==> src/rtl/cache_pkg.sv <==
// Shared types and width helpers for the direct-mapped data cache.
package cache_pkg;

    localparam int DEF_LINES       = 32;
    localparam int DEF_MEM_LATENCY = 4;

    typedef enum logic [1:0] {
        IDLE,
        READ_MISS,
        WRITE_THROUGH
    } state_t;

    function automatic int index_w(input int lines);
        return $clog2(lines);
    endfunction

    function automatic int tag_w(input int lines);
        return 32 - $clog2(lines);
    endfunction

endpackage

==> src/rtl/data_cache_if.sv <==
// CPU-side and memory-side signals of the data cache.
interface data_cache_if;

    logic [31:0] address;
    logic [31:0] writeData;
    logic        cpuRead;
    logic        cpuWrite;
    logic [31:0] readData;
    logic        stall;
    logic [31:0] memAddress;
    logic [31:0] memWriteData;
    logic        memRead;
    logic        memWrite;
    logic [31:0] memReadData;
    logic [15:0] hitCount;
    logic [15:0] missCount;

    modport slave (
        input  address, writeData, cpuRead, cpuWrite, memReadData,
        output readData, stall, memAddress, memWriteData,
        output memRead, memWrite, hitCount, missCount
    );

    modport master (
        output address, writeData, cpuRead, cpuWrite, memReadData,
        input  readData, stall, memAddress, memWriteData,
        input  memRead, memWrite, hitCount, missCount
    );

endinterface

==> src/rtl/cache_array.sv <==
// Valid/tag/data storage: one combinational read port, one write port.
module cache_array #(
    parameter int LINES   = 32,
    parameter int INDEX_W = 5,
    parameter int TAG_W   = 27
) (
    input  logic               i_clk,
    input  logic               i_clear,
    input  logic [INDEX_W-1:0] i_rd_index,
    output logic               o_rd_valid,
    output logic [TAG_W-1:0]   o_rd_tag,
    output logic [31:0]        o_rd_data,
    input  logic               i_we,
    input  logic [INDEX_W-1:0] i_wr_index,
    input  logic [TAG_W-1:0]   i_wr_tag,
    input  logic [31:0]        i_wr_data
);

    logic [LINES-1:0] r_valid;
    logic [TAG_W-1:0] r_tag  [LINES];
    logic [31:0]      r_data [LINES];

    always_ff @(posedge i_clk) begin
        if (i_clear)
            r_valid <= '0;
        else if (i_we)
            r_valid[i_wr_index] <= 1'b1;
    end

    // Clear wins so an abandoned refill never lands in the array.
    always_ff @(posedge i_clk) begin
        if (i_we && !i_clear) begin
            r_tag[i_wr_index]  <= i_wr_tag;
            r_data[i_wr_index] <= i_wr_data;
        end
    end

    assign o_rd_valid = r_valid[i_rd_index];
    assign o_rd_tag   = r_tag[i_rd_index];
    assign o_rd_data  = r_data[i_rd_index];

endmodule

==> src/rtl/data_cache.sv <==
// Direct-mapped write-through data cache, no write-allocate.
module data_cache
    import cache_pkg::*;
#(
    parameter int LINES       = DEF_LINES,
    parameter int MEM_LATENCY = DEF_MEM_LATENCY
) (
    input logic         clk,
    input logic         rst,
    data_cache_if.slave bus
);

    localparam int         INDEX_W = index_w(LINES);
    localparam int         TAG_W   = tag_w(LINES);
    localparam logic [3:0] LAST    = 4'(MEM_LATENCY - 1);

    state_t             r_state;
    state_t             w_next;
    logic [3:0]         r_count;
    logic [31:0]        r_addr;
    logic [31:0]        r_wdata;
    logic [15:0]        r_hits;
    logic [15:0]        r_misses;

    logic [INDEX_W-1:0] w_idx;
    logic [TAG_W-1:0]   w_tag;
    logic               w_valid;
    logic [TAG_W-1:0]   w_line_tag;
    logic [31:0]        w_line_data;
    logic               w_hit;
    logic               w_last;
    logic               w_we;
    logic [INDEX_W-1:0] w_wr_idx;
    logic [TAG_W-1:0]   w_wr_tag;
    logic [31:0]        w_wr_data;
    logic               w_hit_inc;
    logic               w_miss_inc;

    assign w_idx  = bus.address[INDEX_W-1:0];
    assign w_tag  = bus.address[31:INDEX_W];
    assign w_hit  = w_valid && (w_line_tag == w_tag);
    assign w_last = (r_count == LAST);

    cache_array #(
        .LINES   (LINES),
        .INDEX_W (INDEX_W),
        .TAG_W   (TAG_W)
    ) u_array (
        .i_clk      (clk),
        .i_clear    (rst),
        .i_rd_index (w_idx),
        .o_rd_valid (w_valid),
        .o_rd_tag   (w_line_tag),
        .o_rd_data  (w_line_data),
        .i_we       (w_we),
        .i_wr_index (w_wr_idx),
        .i_wr_tag   (w_wr_tag),
        .i_wr_data  (w_wr_data)
    );

    always_comb begin
        w_next           = r_state;
        bus.stall        = 1'b0;
        bus.readData     = '0;
        bus.memAddress   = '0;
        bus.memWriteData = '0;
        bus.memRead      = 1'b0;
        bus.memWrite     = 1'b0;
        w_we             = 1'b0;
        w_wr_idx         = w_idx;
        w_wr_tag         = w_tag;
        w_wr_data        = bus.writeData;
        w_hit_inc        = 1'b0;
        w_miss_inc       = 1'b0;
        // Outputs stay quiet for the whole reset cycle, whatever the state.
        if (!rst) begin
            unique case (r_state)
                IDLE: begin
                    if (bus.cpuWrite) begin
                        bus.stall = 1'b1;
                        w_we      = w_hit;
                        w_next    = WRITE_THROUGH;
                    end else if (bus.cpuRead) begin
                        if (w_hit) begin
                            bus.readData = w_line_data;
                            w_hit_inc    = 1'b1;
                        end else begin
                            bus.stall  = 1'b1;
                            w_miss_inc = 1'b1;
                            w_next     = READ_MISS;
                        end
                    end
                end
                READ_MISS: begin
                    bus.memRead    = 1'b1;
                    bus.memAddress = r_addr;
                    bus.stall      = !w_last;
                    if (w_last) begin
                        bus.readData = bus.memReadData;
                        w_we         = 1'b1;
                        w_wr_idx     = r_addr[INDEX_W-1:0];
                        w_wr_tag     = r_addr[31:INDEX_W];
                        w_wr_data    = bus.memReadData;
                        w_next       = IDLE;
                    end
                end
                WRITE_THROUGH: begin
                    bus.memWrite     = 1'b1;
                    bus.memAddress   = r_addr;
                    bus.memWriteData = r_wdata;
                    bus.stall        = !w_last;
                    if (w_last)
                        w_next = IDLE;
                end
                default: w_next = IDLE;
            endcase
        end
    end

    always_ff @(posedge clk) begin
        if (rst) begin
            r_state  <= IDLE;
            r_count  <= '0;
            r_addr   <= '0;
            r_wdata  <= '0;
            r_hits   <= '0;
            r_misses <= '0;
        end else begin
            r_state <= w_next;
            if (r_state == IDLE || w_last)
                r_count <= '0;
            else
                r_count <= r_count + 4'd1;
            if (r_state == IDLE && (bus.cpuRead || bus.cpuWrite))
                r_addr <= bus.address;
            if (r_state == IDLE && bus.cpuWrite)
                r_wdata <= bus.writeData;
            if (w_hit_inc && r_hits != 16'hFFFF)
                r_hits <= r_hits + 16'd1;
            if (w_miss_inc && r_misses != 16'hFFFF)
                r_misses <= r_misses + 16'd1;
        end
    end

    assign bus.hitCount  = r_hits;
    assign bus.missCount = r_misses;

endmodule

==> src/flat_wrapper.sv <==
// flat-port wrapper written by rule: the top's interface ports become plain ports
module data_cache_flat import cache_pkg::*;
#(
    parameter int LINES       = DEF_LINES,
    parameter int MEM_LATENCY = DEF_MEM_LATENCY
)
  (clk, rst, bus_address, bus_writeData, bus_cpuRead, bus_cpuWrite, bus_memReadData, bus_readData, bus_stall, bus_memAddress, bus_memWriteData, bus_memRead, bus_memWrite, bus_hitCount, bus_missCount);
  data_cache_if bus_i ();
  input logic clk;
  input logic rst;
  input wire logic [$bits(bus_i.address)-1:0] bus_address;
  input wire logic [$bits(bus_i.writeData)-1:0] bus_writeData;
  input wire logic [$bits(bus_i.cpuRead)-1:0] bus_cpuRead;
  input wire logic [$bits(bus_i.cpuWrite)-1:0] bus_cpuWrite;
  input wire logic [$bits(bus_i.memReadData)-1:0] bus_memReadData;
  output wire logic [$bits(bus_i.readData)-1:0] bus_readData;
  output wire logic [$bits(bus_i.stall)-1:0] bus_stall;
  output wire logic [$bits(bus_i.memAddress)-1:0] bus_memAddress;
  output wire logic [$bits(bus_i.memWriteData)-1:0] bus_memWriteData;
  output wire logic [$bits(bus_i.memRead)-1:0] bus_memRead;
  output wire logic [$bits(bus_i.memWrite)-1:0] bus_memWrite;
  output wire logic [$bits(bus_i.hitCount)-1:0] bus_hitCount;
  output wire logic [$bits(bus_i.missCount)-1:0] bus_missCount;
  assign bus_i.address = bus_address;
  assign bus_i.writeData = bus_writeData;
  assign bus_i.cpuRead = bus_cpuRead;
  assign bus_i.cpuWrite = bus_cpuWrite;
  assign bus_i.memReadData = bus_memReadData;
  assign bus_readData = bus_i.readData;
  assign bus_stall = bus_i.stall;
  assign bus_memAddress = bus_i.memAddress;
  assign bus_memWriteData = bus_i.memWriteData;
  assign bus_memRead = bus_i.memRead;
  assign bus_memWrite = bus_i.memWrite;
  assign bus_hitCount = bus_i.hitCount;
  assign bus_missCount = bus_i.missCount;
  data_cache #(.LINES(LINES), .MEM_LATENCY(MEM_LATENCY)) u_core (.clk(clk), .rst(rst), .bus(bus_i));
endmodule
==> config.mk <==
export PLATFORM = sky130hd
export DESIGN_NAME = data_cache_flat
export DESIGN_NICKNAME = d
export VERILOG_FILES = /design/src/rtl/cache_pkg.sv /design/src/rtl/data_cache_if.sv /design/src/rtl/cache_array.sv /design/src/rtl/data_cache.sv /design/src/flat_wrapper.sv
export SDC_FILE = /design/constraint.sdc
export NUM_CORES = 2
export LEC_CHECK = 0
export CAP_MARGIN = 40
export CORE_AREA = 2 2 480 482
export DETAILED_ROUTE_END_ITERATION = 16
export DIE_AREA = 0 0 482 484
export GPL_TIMING_DRIVEN = 0
export HOLD_SLACK_MARGIN = 0.03
export SYNTH_ARGS = -nofsm -noshare
export SYNTH_HDL_FRONTEND = slang
export SYNTH_SLANG_ARGS = --single-unit
==> constraint.sdc <==
create_clock -name clk -period 24.1 [get_ports clk]
set_clock_uncertainty 0.15 [all_clocks]
set_input_delay 6.025 -clock clk [delete_from_list [all_inputs] [get_ports clk]]
set_output_delay 6.025 -clock clk [all_outputs]
set_load 0.03 [all_outputs]
==> impl_metrics.xml <==
<?xml version="1.0" encoding="UTF-8"?>
<metrics>
  <group name="outcome">
    <metric name="status" unit="">completed</metric>
  </group>
  <group name="power">
    <metric name="vdd_drop_max" unit="V">0.0000774</metric>
    <metric name="p_per_area" unit="mW/mm^2">78.7</metric>
    <metric name="static-leakage-power" unit="uW">0.0302</metric>
  </group>
  <group name="global_route">
    <metric name="vias_in_the_first_global_route" unit="">43800</metric>
    <metric name="grt_max_degree" unit="">48</metric>
    <metric name="number_of_antenna_violations_at_the_first_check_in_global_routing" unit="">15</metric>
    <metric name="globalRouteOverflowTotal" unit="">0</metric>
    <metric name="grt_pass1_wl" unit="um">341000</metric>
    <metric name="global_route.usage.total" unit="%">20.8</metric>
  </group>
  <group name="timing">
    <metric name="timing.final.crit_period" unit="ps">19270</metric>
    <metric name="unrepaired_setup_endpoints_after_global_routing" unit="">false</metric>
    <metric name="post-route-worst-setup-slack" unit="ps">4830</metric>
    <metric name="fmax" unit="MHz">51.9</metric>
    <metric name="finalHoldViolations" unit="">0</metric>
    <metric name="final_max_slew_viol_count" unit="">0</metric>
    <metric name="tightest_slew" unit="ps">966</metric>
    <metric name="final_layout_setup_total_negative_slack" unit="ps">0</metric>
    <metric name="report.final.setup_viol" unit="">0</metric>
    <metric name="finalCritPeriodShare" unit="%">80.0</metric>
    <metric name="headroom_to_the_max_slew_limit" unit="%">35.6</metric>
  </group>
  <group name="logic_synthesis">
    <metric name="synth-simple-area-share" unit="%">3.83</metric>
    <metric name="primary_flip_flop_cell_chosen_by_synthesis_mapping" unit="">sky130_fd_sc_hd__edfxtp_1</metric>
    <metric name="synth_enable_flop_cells" unit="">1888</metric>
    <metric name="post_synth_instance_area" unit="mm^2">0.0796</metric>
    <metric name="synthMostInstantiatedCell" unit="">sky130_fd_sc_hd__edfxtp_1</metric>
    <metric name="synth_top_family_by_area" unit="">multiplexers</metric>
    <metric name="synthDominantAreaCellType" unit="">sky130_fd_sc_hd__edfxtp_1</metric>
    <metric name="ys_seq_area_share" unit="%">74.6</metric>
    <metric name="synthAdderAreaFrac" unit="%">0.110</metric>
    <metric name="yosys-mux-area-fraction" unit="%">16.7</metric>
    <metric name="xor_xnor_share_of_the_synthesized_area" unit="%">0.341</metric>
    <metric name="netlist.area_leader.share" unit="%">71.2</metric>
    <metric name="yosys_register_bits" unit="">2022</metric>
    <metric name="syn-instance-count" unit="">4099</metric>
    <metric name="postSynthNetCount" unit="">4206</metric>
    <metric name="postSynthAreaPerCell" unit="um^2">19.4</metric>
    <metric name="post_synth_num_cell_types" unit="">60</metric>
    <metric name="synthTopCellsByArea" unit="">sky130_fd_sc_hd__edfxtp_1, sky130_fd_sc_hd__mux4_2, sky130_fd_sc_hd__dfxtp_1, sky130_fd_sc_hd__mux2i_1, sky130_fd_sc_hd__nand2_1</metric>
    <metric name="synthTopCellsByCount" unit="">sky130_fd_sc_hd__edfxtp_1, sky130_fd_sc_hd__mux4_2, sky130_fd_sc_hd__nand2_1, sky130_fd_sc_hd__mux2i_1, sky130_fd_sc_hd__a21oi_1</metric>
    <metric name="proportion_of_register_bits_with_asynchronous_set_or_reset_after_synthesis" unit="%">0</metric>
    <metric name="synth.yosys.warnings" unit="">0</metric>
    <metric name="synth_compound_gate_area_share" unit="%">2.97</metric>
  </group>
  <group name="worst_setup_path">
    <metric name="cp.required" unit="ps">17930</metric>
    <metric name="critical_path_arrival" unit="ps">13090</metric>
    <metric name="crit_path_max_fanout" unit="">10</metric>
    <metric name="critical_path_class" unit="">in -&gt; out</metric>
    <metric name="critical_path.endpoint_type" unit="">output pin</metric>
    <metric name="start_kind" unit="">primary input</metric>
  </group>
  <group name="routing">
    <metric name="detail_route.first_pass.iterations" unit="">6</metric>
    <metric name="antenna_left" unit="">0</metric>
    <metric name="drtIter0Drc" unit="">5893</metric>
    <metric name="drt-met1-wl" unit="um">99300</metric>
    <metric name="drt-wirelength-per-cell" unit="um">31.2</metric>
    <metric name="routed_wirelength" unit="um">246000</metric>
    <metric name="detailroute.wirelength.met3" unit="um">22000</metric>
    <metric name="topRoutingLayerUsed" unit="">met5</metric>
    <metric name="route.detailed.vias_per_inst" unit="">5.63</metric>
    <metric name="routed-wl-met2" unit="um">116000</metric>
    <metric name="num_vias" unit="">44400</metric>
    <metric name="post_route_drc_violation_count" unit="">0</metric>
  </group>
  <group name="cts">
    <metric name="cts-root-buf" unit="">sky130_fd_sc_hd__clkbuf_16</metric>
    <metric name="tritoncts_num_sinks" unit="">2022</metric>
    <metric name="cts_max_level" unit="">4</metric>
    <metric name="total_clock_buffers_created_by_cts" unit="">197</metric>
    <metric name="post-cts-setup-buffer-count" unit="">0</metric>
    <metric name="insertion_delay" unit="ps">860</metric>
    <metric name="clock_tree.buffer_depth" unit="">3</metric>
    <metric name="cts_tree" unit="">built</metric>
    <metric name="resized_after_cts" unit="">0</metric>
    <metric name="cts.reportedPaths.clkPinSlew" unit="ps">60</metric>
    <metric name="post_cts_hold_buffer_count" unit="">0</metric>
  </group>
  <group name="placement">
    <metric name="detailed_place_hpwl" unit="um">163000</metric>
    <metric name="dpl-instance-area" unit="mm^2">0.0888</metric>
    <metric name="preCtsSetupSlack" unit="ps">4780</metric>
    <metric name="routability_congestion_estimate_from_global_placement" unit="">0.864</metric>
    <metric name="numPortBuffers" unit="">226</metric>
  </group>
  <group name="floorplan">
    <metric name="io_pins" unit="">231</metric>
    <metric name="total_number_of_placement_rows" unit="">176</metric>
    <metric name="floorplan.initialDensity" unit="%">34.8</metric>
    <metric name="die_y" unit="um">484</metric>
    <metric name="area_enclosed_by_the_die_boundary" unit="mm^2">0.233</metric>
    <metric name="placeableCoreArea" unit="mm^2">0.229</metric>
    <metric name="chipWidth" unit="um">482</metric>
  </group>
  <group name="hold_path">
    <metric name="hp-class" unit="">reg -&gt; reg</metric>
  </group>
  <group name="layout">
    <metric name="post-route-cell-area" unit="mm^2">0.0952</metric>
    <metric name="nFillCells" unit="">20100</metric>
    <metric name="area.growth.synth_to_final" unit="%">19.6</metric>
    <metric name="post_route_cells_drive_above_1_share" unit="%">22.9</metric>
    <metric name="layout.nets" unit="">4791</metric>
  </group>
  <group name="job">
    <metric name="cap_violations" unit="">0</metric>
  </group>
</metrics>
-- path summary, 6_finish.rpt --
| kind | start | endpoint | slack [ps] | cells past startpoint |
|---|---|---|---|---|
| max | bus_address[2] | bus_readData[31] | 4830 | 16 |
| min | u_core.r_wdata[1] | u_core.r_wdata[1] | 300 | 2 |
| max reg2reg | u_core.u_array.r_tag[13][14] | u_core.u_array.r_data[16][22] | 18090 | 13 |
| min reg2reg | u_core.r_wdata[1] | u_core.r_wdata[1] | 300 | 2 |
-- final cells by class --
| class | instances | area, um^2 | area share [%] |
|---|---|---|---|
| sequential | 2022 | 59400 | 62.4 |
| multi-input combinational | 1807 | 19200 | 20.2 |
| clock buffer | 262 | 5260 | 5.53 |
| timing repair buffer | 386 | 5240 | 5.50 |
| tap | 3026 | 3790 | 3.98 |
| clock inverter | 105 | 1080 | 1.13 |
| buffer | 228 | 997 | 1.05 |
| inverter | 42 | 213 | 0.223 |
| antenna | 4 | 10.0 | 0.0105 |
-- where the power goes --
group,internal (uW),leakage (uW),switching [uW]
Combinational,190,0.00909,355
Sequential,3850,0.0181,19.2
Clock,1720,0.00309,1350
Total,5770,0.0302,1720
-- routing by layer --
layer / track usage, % / up-vias
met4: 6.72 / 6
li1: - / 17900
met5: 0 / -
met1: 28.8 / 23600
met3: 3.82 / 459
met2: 33.0 / 2486
-- registers in the layout, summed over array words and instances (netlist names), 4 cells and up --
register and count:
u_core.bus.hitCount 16, u_core.bus.missCount 16, u_core.r_addr 32, u_core.r_count 4, u_core.r_wdata 32, u_core.u_array.r_data 1024
u_core.u_array.r_tag 864, u_core.u_array.r_valid 32
-- worst max-delay path, stage by stage --
cell,delay (ps)
sky130_fd_sc_hd__clkdlybuf4s50_1,630
sky130_fd_sc_hd__buf_2,510
sky130_fd_sc_hd__buf_2,380
sky130_fd_sc_hd__buf_2,390
sky130_fd_sc_hd__buf_2,490
sky130_fd_sc_hd__buf_2,600
sky130_fd_sc_hd__mux2i_1,370
sky130_fd_sc_hd__xor2_1,640
sky130_fd_sc_hd__nand4_1,150
sky130_fd_sc_hd__or4_1,720
sky130_fd_sc_hd__nor4_4,440
sky130_fd_sc_hd__buf_6,230
sky130_fd_sc_hd__buf_8,170
sky130_fd_sc_hd__nand2_1,70
sky130_fd_sc_hd__a21oi_1,450
sky130_fd_sc_hd__clkdlybuf4s50_1,770
-- metrics by stage --
stage,hold WS [ps],total power (uW),instances,util (%)
2_1_floorplan,268,4230,4099,-
3_3_place_gp,279,4450,7351,37.5
3_5_place_dp,289,4490,7511,38.9
4_1_cts,298,7520,7878,41.6
5_1_grt,330,7690,7880,41.6
6_report,299,7490,7882,41.6
-- kinds of logic (layout without fill, tap and decap cells) --
group / after synthesis / count (layout)
adders and majority gates: 7 / 7
xor gates and xnor gates: 31 / 31
AOI/OAI and AO/OA: 377 / 377
and+or+nand+nor: 652 / 652
other: 0 / 4
DFF: 2022 / 2022
buffers and inverters: 270 / 1023
muxes: 740 / 740
-- cell usage in the layout, fill, tap and decap left out, types with 27 or more instances in the layout --
| cell | count |
|---|---|
| sky130_fd_sc_hd__buf_16 | 43 |
| sky130_fd_sc_hd__buf_1 | 36 |
| sky130_fd_sc_hd__nand2_1 | 328 |
| sky130_fd_sc_hd__clkdlybuf4s50_1 | 226 |
| sky130_fd_sc_hd__buf_2 | 55 |
| sky130_fd_sc_hd__edfxtp_1 | 1888 |
| sky130_fd_sc_hd__clkinv_1 | 39 |
| sky130_fd_sc_hd__a22oi_1 | 72 |
| sky130_fd_sc_hd__dfxtp_1 | 134 |
| sky130_fd_sc_hd__a21oi_1 | 163 |
| sky130_fd_sc_hd__clkinv_2 | 32 |
| sky130_fd_sc_hd__a211oi_1 | 27 |
| sky130_fd_sc_hd__buf_8 | 42 |
| sky130_fd_sc_hd__nor2_1 | 80 |
| sky130_fd_sc_hd__clkbuf_1 | 178 |
| sky130_fd_sc_hd__clkbuf_16 | 201 |
| sky130_fd_sc_hd__o21ai_0 | 31 |
| sky130_fd_sc_hd__mux2i_1 | 184 |
| sky130_fd_sc_hd__mux2_2 | 94 |
| sky130_fd_sc_hd__buf_6 | 35 |
| sky130_fd_sc_hd__mux4_2 | 461 |
| sky130_fd_sc_hd__and2_1 | 76 |
| sky130_fd_sc_hd__buf_12 | 39 |
(Power assumes the default switching activity.)
